$ cat src/rtl/alu_seq_pkg.sv
// rtl/alu_seq_pkg.sv - shared types and constants for the ALU command sequencer
package alu_seq_pkg;

    localparam int W      = 8;
    localparam int SELW   = 3;
    localparam int STAT_W = 16;

    typedef enum logic [1:0] {
        ST_IDLE = 2'd0,
        ST_LOAD = 2'd1,
        ST_EVAL = 2'd2
    } state_e;

    typedef struct packed {
        logic [W-1:0]    a;
        logic [W-1:0]    b;
        logic [SELW-1:0] sel;
    } cmd_t;

    localparam int CMD_W = $bits(cmd_t);

endpackage

$ cat src/rtl/alu_cmd_sequencer_if.sv
// rtl/alu_cmd_sequencer_if.sv - command, ALU and result signals of the sequencer
interface alu_cmd_sequencer_if;
    import alu_seq_pkg::*;

    logic            in_valid;
    logic            in_ready;
    logic [W-1:0]    in_a;
    logic [W-1:0]    in_b;
    logic [SELW-1:0] in_sel;

    logic [W-1:0]    alu_a;
    logic [W-1:0]    alu_b;
    logic [SELW-1:0] alu_sel;
    logic [W-1:0]    alu_res;
    logic            alu_c;

    logic            out_valid;
    logic            out_ready;
    logic [W-1:0]    out_res;
    logic            out_c;
    logic [SELW-1:0] out_sel;

    modport slave (
        input  in_valid, in_a, in_b, in_sel, alu_res, alu_c, out_ready,
        output in_ready, alu_a, alu_b, alu_sel, out_valid, out_res, out_c, out_sel
    );

    modport master (
        output in_valid, in_a, in_b, in_sel, alu_res, alu_c, out_ready,
        input  in_ready, alu_a, alu_b, alu_sel, out_valid, out_res, out_c, out_sel
    );

endinterface

$ cat src/rtl/alu_cmd_fifo.sv
// rtl/alu_cmd_fifo.sv - DEPTH-entry command FIFO; pointers wrap modulo DEPTH
module alu_cmd_fifo
    import alu_seq_pkg::*;
#(
    parameter int DEPTH = 4
) (
    input  logic clk,
    input  logic rst,
    input  logic push_i,
    input  cmd_t din_i,
    input  logic pop_i,
    output cmd_t head_o,
    output logic full_o,
    output logic empty_o
);

    localparam int AW = $clog2(DEPTH);

    cmd_t            mem_q [DEPTH];
    logic [AW-1:0]   wr_q, rd_q;
    logic [AW:0]     count_q;
    logic            do_push, do_pop;

    assign full_o  = (count_q == (AW+1)'(DEPTH));
    assign empty_o = (count_q == '0);
    assign head_o  = mem_q[rd_q];

    assign do_push = push_i && !full_o;
    assign do_pop  = pop_i && !empty_o;

    always_ff @(posedge clk) begin
        if (do_push) begin
            mem_q[wr_q] <= din_i;
        end
    end

    always_ff @(posedge clk) begin
        if (rst) begin
            wr_q    <= '0;
            rd_q    <= '0;
            count_q <= '0;
        end else begin
            if (do_push) begin
                wr_q <= wr_q + AW'(1);
            end
            if (do_pop) begin
                rd_q <= rd_q + AW'(1);
            end
            case ({do_push, do_pop})
                2'b10:   count_q <= count_q + (AW+1)'(1);
                2'b01:   count_q <= count_q - (AW+1)'(1);
                default: count_q <= count_q;
            endcase
        end
    end

endmodule

$ cat src/rtl/alu_cmd_sequencer.sv
// rtl/alu_cmd_sequencer.sv - feeds queued commands to a combinational ALU, registers results
// ALU_SEQ_STATS_EN adds saturating capture/carry counters on stat_ops_o/stat_carry_o.
module alu_cmd_sequencer
    import alu_seq_pkg::*;
#(
    parameter int DEPTH = 4
) (
    input  logic                clk,
    input  logic                rst,
`ifdef ALU_SEQ_STATS_EN
    output logic [STAT_W-1:0]   stat_ops_o,
    output logic [STAT_W-1:0]   stat_carry_o,
`endif
    alu_cmd_sequencer_if.slave  bus
);

    localparam logic [1:0] S_IDLE = ST_IDLE;
    localparam logic [1:0] S_LOAD = ST_LOAD;
    localparam logic [1:0] S_EVAL = ST_EVAL;

    logic [1:0]      state_q, state_d;
    logic [W-1:0]    alu_a_q, alu_b_q;
    logic [SELW-1:0] alu_sel_q;
    logic            out_valid_q;
    logic [W-1:0]    out_res_q;
    logic            out_c_q;
    logic [SELW-1:0] out_sel_q;

    cmd_t fifo_din, fifo_head;
    logic fifo_full, fifo_empty, fifo_push, fifo_pop;
    logic capture;

    assign fifo_din  = '{a: bus.in_a, b: bus.in_b, sel: bus.in_sel};
    assign fifo_push = bus.in_valid && bus.in_ready;
    assign fifo_pop  = (state_q == S_LOAD);

    alu_cmd_fifo #(.DEPTH(DEPTH)) u_fifo (
        .clk     (clk),
        .rst     (rst),
        .push_i  (fifo_push),
        .din_i   (fifo_din),
        .pop_i   (fifo_pop),
        .head_o  (fifo_head),
        .full_o  (fifo_full),
        .empty_o (fifo_empty)
    );

    // The output slot is free if empty or being drained this very cycle.
    assign capture = (state_q == S_EVAL) && (!out_valid_q || bus.out_ready);

    always_comb begin
        state_d = state_q;
        case (state_q)
            S_IDLE:  if (!fifo_empty) state_d = S_LOAD;
            S_LOAD:  state_d = S_EVAL;
            S_EVAL:  if (capture) state_d = fifo_empty ? S_IDLE : S_LOAD;
            default: state_d = S_IDLE;
        endcase
    end

    always_ff @(posedge clk) begin
        if (rst) begin
            state_q     <= S_IDLE;
            alu_a_q     <= '0;
            alu_b_q     <= '0;
            alu_sel_q   <= '0;
            out_valid_q <= 1'b0;
            out_res_q   <= '0;
            out_c_q     <= 1'b0;
            out_sel_q   <= '0;
        end else begin
            state_q <= state_d;
            if (state_q == S_LOAD) begin
                alu_a_q   <= fifo_head.a;
                alu_b_q   <= fifo_head.b;
                alu_sel_q <= fifo_head.sel;
            end
            if (capture) begin
                out_res_q   <= bus.alu_res;
                out_c_q     <= bus.alu_c;
                out_sel_q   <= alu_sel_q;
                out_valid_q <= 1'b1;
            end else if (bus.out_ready) begin
                out_valid_q <= 1'b0;
            end
        end
    end

`ifdef ALU_SEQ_STATS_EN
    logic [STAT_W-1:0] stat_ops_q, stat_carry_q;

    always_ff @(posedge clk) begin
        if (rst) begin
            stat_ops_q   <= '0;
            stat_carry_q <= '0;
        end else if (capture) begin
            if (stat_ops_q != '1) begin
                stat_ops_q <= stat_ops_q + STAT_W'(1);
            end
            if (bus.alu_c && (stat_carry_q != '1)) begin
                stat_carry_q <= stat_carry_q + STAT_W'(1);
            end
        end
    end

    assign stat_ops_o   = stat_ops_q;
    assign stat_carry_o = stat_carry_q;
`endif

    assign bus.in_ready  = !fifo_full && !rst;
    assign bus.alu_a     = alu_a_q;
    assign bus.alu_b     = alu_b_q;
    assign bus.alu_sel   = alu_sel_q;
    assign bus.out_valid = out_valid_q;
    assign bus.out_res   = out_res_q;
    assign bus.out_c     = out_c_q;
    assign bus.out_sel   = out_sel_q;

endmodule

$ cat src/flat_wrapper.sv
// flat-port wrapper written by rule: the top's interface ports become plain ports
module alu_cmd_sequencer_flat import alu_seq_pkg::*;
#(
    parameter int DEPTH = 4
)
  (clk, rst, bus_in_valid, bus_in_a, bus_in_b, bus_in_sel, bus_alu_res, bus_alu_c, bus_out_ready, bus_in_ready, bus_alu_a, bus_alu_b, bus_alu_sel, bus_out_valid, bus_out_res, bus_out_c, bus_out_sel);
  alu_cmd_sequencer_if bus_i ();
  input  logic clk;
  input  logic rst;
  input wire logic [$bits(bus_i.in_valid)-1:0] bus_in_valid;
  input wire logic [$bits(bus_i.in_a)-1:0] bus_in_a;
  input wire logic [$bits(bus_i.in_b)-1:0] bus_in_b;
  input wire logic [$bits(bus_i.in_sel)-1:0] bus_in_sel;
  input wire logic [$bits(bus_i.alu_res)-1:0] bus_alu_res;
  input wire logic [$bits(bus_i.alu_c)-1:0] bus_alu_c;
  input wire logic [$bits(bus_i.out_ready)-1:0] bus_out_ready;
  output wire logic [$bits(bus_i.in_ready)-1:0] bus_in_ready;
  output wire logic [$bits(bus_i.alu_a)-1:0] bus_alu_a;
  output wire logic [$bits(bus_i.alu_b)-1:0] bus_alu_b;
  output wire logic [$bits(bus_i.alu_sel)-1:0] bus_alu_sel;
  output wire logic [$bits(bus_i.out_valid)-1:0] bus_out_valid;
  output wire logic [$bits(bus_i.out_res)-1:0] bus_out_res;
  output wire logic [$bits(bus_i.out_c)-1:0] bus_out_c;
  output wire logic [$bits(bus_i.out_sel)-1:0] bus_out_sel;
  assign bus_i.in_valid = bus_in_valid;
  assign bus_i.in_a = bus_in_a;
  assign bus_i.in_b = bus_in_b;
  assign bus_i.in_sel = bus_in_sel;
  assign bus_i.alu_res = bus_alu_res;
  assign bus_i.alu_c = bus_alu_c;
  assign bus_i.out_ready = bus_out_ready;
  assign bus_in_ready = bus_i.in_ready;
  assign bus_alu_a = bus_i.alu_a;
  assign bus_alu_b = bus_i.alu_b;
  assign bus_alu_sel = bus_i.alu_sel;
  assign bus_out_valid = bus_i.out_valid;
  assign bus_out_res = bus_i.out_res;
  assign bus_out_c = bus_i.out_c;
  assign bus_out_sel = bus_i.out_sel;
  alu_cmd_sequencer #(.DEPTH(DEPTH)) u_core (.clk(clk), .rst(rst), .bus(bus_i));
endmodule
$ cat config.mk
export PLATFORM = sky130hd
export DESIGN_NAME = alu_cmd_sequencer_flat
export DESIGN_NICKNAME = d
export VERILOG_FILES = /design/src/rtl/alu_seq_pkg.sv /design/src/rtl/alu_cmd_sequencer_if.sv /design/src/rtl/alu_cmd_fifo.sv /design/src/rtl/alu_cmd_sequencer.sv /design/src/flat_wrapper.sv
export SDC_FILE = /design/constraint.sdc
export NUM_CORES = 1
export LEC_CHECK = 0
export ABC_AREA = 1
export BUFFER_PORTS_ARGS = -buffer_cell sky130_fd_sc_hd__buf_2
export CAP_MARGIN = 20
export CORE_UTILIZATION = 50
export DETAILED_ROUTE_END_ITERATION = 10
export GPL_TIMING_DRIVEN = 0
export PLACE_DENSITY_LB_ADDON = 0.2
export SLEW_MARGIN = 0
export SYNTH_ARGS = -nofsm -noshare
export SYNTH_HDL_FRONTEND = slang
export SYNTH_SLANG_ARGS = --single-unit
$ cat constraint.sdc
create_clock -name clk -period 5.5 [get_ports clk]
set_clock_uncertainty 0.2 [all_clocks]
set_input_delay 0.825 -clock clk [delete_from_list [all_inputs] [get_ports clk]]
set_output_delay 0.825 -clock clk [all_outputs]
set_load 0.005 [all_outputs]
Yosys cells after proc, flatten, opt, wreduce, memory -nomap -nowiden
Memory sizes are Yosys's and may differ from the RTL's. A register that Yosys moved wholly into a read port is not among the register bits. Index checks and enable logic that the tools add are counted.

Register bits: 22. Bits in writable memories: 76. Output and inout port bits: 33. Word-level logic and storage cells: 44. Memories: 1.

Add/subtract/negate cells: 4. Equal/unequal tests: 7. Multiplexer cells: 9. Reductions and logical operators: 15.

Memories: u_core.u_fifo.mem_q (depth 4, bits a word 19, rd ports 1, clocked after memory_dff 1, write ports 1, line alu_cmd_fifo.sv:19) `cmd_t mem_q [DEPTH];`.

Operators with widths (count): one-hot mux 2 bit (3 select lines) (1); one-hot mux 3 bit (2 select lines) (1); logical AND 1 bit (5); 2-to-1 mux 1 bit (5); adder 2 x 1 -> 2 bit, second input constant (2); == test 2 x 1 -> 1 bit, second input constant (2); == test 2 bit, second input constant (2); logical NOT 1 bit (4); 2-to-1 mux 2 bit (2); nonzero test 2 bit (2); adder 3 x 1 -> 3 bit, second input constant (1); == test 3 bit, second input constant (1); logical NOT 3 bit (1); subtractor 3 x 1 -> 3 bit, second input constant (1); logical NOT 2 bit (1); inequality test 2 x 1 -> 1 bit, second input constant (1); inequality test 2 bit, second input constant (1); AND reduction 2 bit (1); logical OR 1 bit (1).

Logic depth before layout (Yosys ltp)
Word-level depth: 7. Mapped depth: 13. Depth with buffers taken out: 13.

Modules after synthesis
From an unflattened synthesis, not the netlist that was laid out.

Cell total of the unflattened synthesis: 432. Area, all modules: 4703.3 µm².

Modules (own cells, without submodules): alu_cmd_fifo (instances 1, cells each 254, area each 3374.5 µm², seq. area each 2462.4 µm²); alu_cmd_sequencer (instances 1, cells each 178, area each 1328.8 µm², seq. area each 680.7 µm²).

Worst setup path after synthesis
Ideal clock, no wire load.

Kind: input to register. Start: input rst. End: memory u_core.u_fifo.mem_q[0][0] (netlist bit), enable pin. Arrival time: 1842 ps. Required time: 4905 ps. Slack: 3064 ps. Cell stages on the path: 3. Buffers on the path: 0. Path through: inv_2 nand3_2 nor2_1.

Word-level cells in the longest chain between the ends: 6.

Ends and longest elaborated chain: from (decl) (line flat_wrapper.sv:9) `input logic rst;`; logical NOT 1 bit (line alu_cmd_sequencer.sv:110) `assign bus.in_ready = !fifo_full && !rst;`; logical AND 1 bit (line alu_cmd_sequencer.sv:110); logical AND 1 bit (line alu_cmd_sequencer.sv:34) `assign fifo_push = bus.in_valid && bus.in_ready;`; logical AND 1 bit (line alu_cmd_fifo.sv:28) `assign do_push = push_i && !full_o;`; 2-to-1 mux 1 bit (line alu_cmd_fifo.sv:32) `if (do_push) begin`; 2-to-1 mux 1 bit (implied by the code) (line alu_cmd_fifo.sv:33) `mem_q[wr_q] <= din_i;`; to (decl) (line alu_cmd_fifo.sv:19).

No other way between the ends.

Worst setup path in the final report
Start: input rst. End: output bus_in_ready.

Word-level cells in the longest chain between the ends: 2.

Ends and longest elaborated chain: logical NOT 1 bit (line alu_cmd_sequencer.sv:110); logical AND 1 bit (line alu_cmd_sequencer.sv:110); to (decl) (line flat_wrapper.sv:17) `output wire logic [$bits(bus_i.in_ready)-1:0] bus_in_ready;`.

No other way between the ends.

==> summary.md <==
| Metric | Value |
|---|---|
| Static leakage | 2.94 nW |
| H-Tree Depth | 4 |
| Io pins | 65 |
| Worst Setup EP | bus_in_ready |
| CP cell instances | buf_2 > a21oi_1 > buf_2 |
| Seq pwr share | 44.3% |
| TritonRoute pass-1 iters | 4 |
| Synthesized area per cell | 9.32 sq um |
| Vias/cell | 4.67 |
| Count of cell types in the netlist | 24 |
| Syn_nets | 573 |
| Clock transition at path regs | 0.05 ns |
| PwrDens | 372 nW/um^2 |
| Wire per inst | 13.3 um |
| Multi-input logic area | 1290 sq um |
| Reg2reg end | u_core.u_fifo.count_q[2] |
| Clock Latency Late Sink | 0.51 ns |
| Post-cts sizing count | 0 |
| CP Capture Type | output pin |
| Worst EP required | 4.47 ns |
| P_sw | 0.000529 W |
| Seq cells post-synth | 117 |
| # DRC | 0 |
| Max-slew violations | 0 |
| Synth Instances | 535 |
| FF/Latch Area | 3100 sq um |
| Worst Hold Class | reg -> reg |
| Yosys warning count | 0 |
| Core area | 9730 sq um |
| GRT overflow | 0 |
| Hold path startpoint | u_core.bus.out_c |
| Hold path cells | 2 |
| Final net count | 660 |
| Register-to-Register Path Depth | 12 |
| Die X | 102 um |
| CTS tree | built |
| Max frequency | 420 MHz |
| Setup TNS | 0 ns |
| RSZ-0062 raised after global routing | no |
| Final GP Congestion | 0.693 |
| Maximum vdd drop | 0.193 mV |
| Post-DP HPWL | 6780 um |
| Power Internal | 0.00175 W |
| CTS Buf Count | 17 |
| CTS root buffer | clkbuf_8 |
| Comb pwr share | 11.0% |
| Crit path kind | in -> out |
| Seq/Total Area, Yosys | 62.2% |
| Post-Syn Area | 4980 sq um |
| Post-CTS setup buffers | 0 |
| CP Launch Point | rst |
| Launch point of the worst reg-to-reg path | u_core.u_fifo.count_q[1] |
| Worst-margin pin slew | 0.585 ns |
| Die area | 10400 sq um |
| N_diodes | 0 |
| Worst path arrival time | 1.35 ns |
| Gr usage total | 21.6% |
| Crit-path most repeated cell | buf_2 |
| Switching Fraction | 23.2% |
| Hold_buf cts | 0 |
| Antenna violations before repair | 0 |
| Final Util | 63.0% |
| Clock Path Buffers | 2 |
| Share of layout cells above drive strength 1 | 21.9% |
| Via count | 3583 |
| Largest net degree at the start of global routing | 17 |
| Final Setup Violations | 0 |
| Final wirelength | 10200 um |
| Clk network pwr share | 44.7% |
| Status | finished clean |
| Pwr Total | 0.00228 W |
| Initial drt markers | 142 |
| Post-route ant nets | 0 |
| Crit path launch type | input port |
| Hold Fails Final Rpt | 0 |
| R2r setup slk | 3.43 ns |
| Crit path max-delay cell type | a21oi_1 |
| Final worst-path cycle share | 43.3% |
| Hold slack | 0.272 ns |
| Vias in the first global route | 3368 |
| # port buffers | 64 |
| Clk sinks | 117 |
| Die Height | 102 um |
| Slowest stage delay, CP | 0.21 ns |
| Number of fill cells | 821 |
| Max Cap Viol | 0 |
| Row count | 36 |
| First-pass GRT wire length | 16300 um |
| Layout area overhead | 23.0% |
| Crit Path Max Fanout | 6 |
| Starting density of the core | 51.2% |
| Fin crit period | 2.38 ns |
| Slew headroom | 60.9% |
==> metal layers <==
layer / GRT usage, % / wire [um]
met5: 0 / 0
met3: 6.16 / 572
met4: 8.46 / 150
met1: 25.9 / 4350
met2: 37.0 / 5130
==> cell type report <==
type                       instances  share of cell area (%)
sequential                       117                    50.6
multi-input combinational        278                    21.0
clock buffer                      30                    9.06
inverter                         117                    7.24
timing repair buffer              68                    6.61
tap                              133                    2.71
buffer                            23                    2.63
clock inverter                     2                   0.163
==> cell usage in the layout, fill, tap and decap left out <==
master | Yosys | routed
clkbuf_16 | 0 | 18
nand3_1 | 63 | 63
clkbuf_8 | 0 | 6
ha_1 | 5 | 5
nand2_2 | 1 | 1
nand2_4 | 1 | 1
clkinv_2 | 0 | 2
nor2_4 | 1 | 1
clkbuf_1 | 2 | 8
inv_4 | 2 | 2
buf_4 | 6 | 6
buf_6 | 3 | 3
o21ai_2 | 10 | 10
nand2_1 | 111 | 111
inv_1 | 112 | 112
buf_8 | 0 | 2
buf_16 | 0 | 2
nand4_1 | 1 | 1
nor2_1 | 70 | 66
o21ai_0 | 4 | 4
inv_2 | 3 | 3
dfxtp_1 | 41 | 41
buf_12 | 1 | 1
nor2_2 | 1 | 5
a21oi_1 | 8 | 8
buf_2 | 11 | 75
fa_1 | 1 | 1
edfxtp_1 | 76 | 76
nand3_2 | 1 | 1
==> state kept, by name, indices dropped and copies added, names as in the netlist <==
| signal | cells |
|---|---|
| u_core.bus.out_sel | 3 |
| u_core.u_fifo.count_q | 3 |
| u_core.bus.alu_a | 8 |
| u_core.u_fifo.wr_q | 2 |
| u_core.u_fifo.rd_q | 2 |
| u_core.bus.out_res | 8 |
| u_core.bus.alu_sel | 3 |
| u_core.bus.alu_b | 8 |
| u_core.bus.out_c | 1 |
| u_core.bus.out_valid | 1 |
| u_core.u_fifo.mem_q | 76 |
| u_core.state_q | 2 |
==> critical path: cells and delay by family <==
family,cells,cell delay [ns]
buffers and inverters,2,0.32
AO/OA/AOI/OAI,1,0.21
==> cells in the mapped netlist (all sizes together) <==
master | count | area [sq um]
nand3 | 64 | 325
nor2 | 72 | 280
a21oi | 8 | 40.0
buf | 21 | 154
inv | 117 | 444
ha | 5 | 62.6
nand2 | 113 | 434
dfxtp | 41 | 821
o21ai | 14 | 108
edfxtp | 76 | 2280
clkbuf | 2 | 7.51
nand4 | 1 | 6.26
fa | 1 | 20.0
==> kinds of logic after synthesis <==
group | count (synthesis) | synth area share [%]
AOI/OAI and AO/OA | 22 | 2.96
adders and majority gates | 6 | 1.66
buffers and inverters | 140 | 12.1
DFF | 117 | 62.2
and+or+nand+nor | 250 | 21.0
==> how the worst min path moves through the flow <==
stage | slack [ns] | end
final | 0.27 | u_core.bus.out_c
after global routing | 0.30 | u_core.bus.out_res[2]
after CTS | 0.28 | u_core.bus.out_sel[1]
after detailed placement | 0.27 | u_core.bus.out_sel[1]
after global placement | 0.26 | u_core.bus.out_res[7]
after floorplan | 0.28 | u_core.bus.out_c
==> through the flow <==
step | instances | cell area (sq um) | worst slack, ns
after floorplan | 535 | 4980 | 3.06
after global placement | 732 | 5470 | 2.06
after detailed placement | 736 | 5570 | 2.96
after CTS | 768 | 6130 | 3.14
after global routing | 768 | 6130 | 3.09
final | 768 | 6130 | 3.12
==> power by group through the flow <==
| stage | clock [W] | combinational [W] | sequential, W |
|---|---|---|---|
| floorplan | 0 | 0.000155 | 0.00103 |
| global placement | 0 | 0.000239 | 0.00103 |
| detailed placement | 0 | 0.000253 | 0.00103 |
| CTS | 0.00103 | 0.000255 | 0.00101 |
| global route | 0.00108 | 0.000287 | 0.00102 |
| finish | 0.00102 | 0.000252 | 0.00101 |
Note: power is estimated with default switching activity, not from simulation.
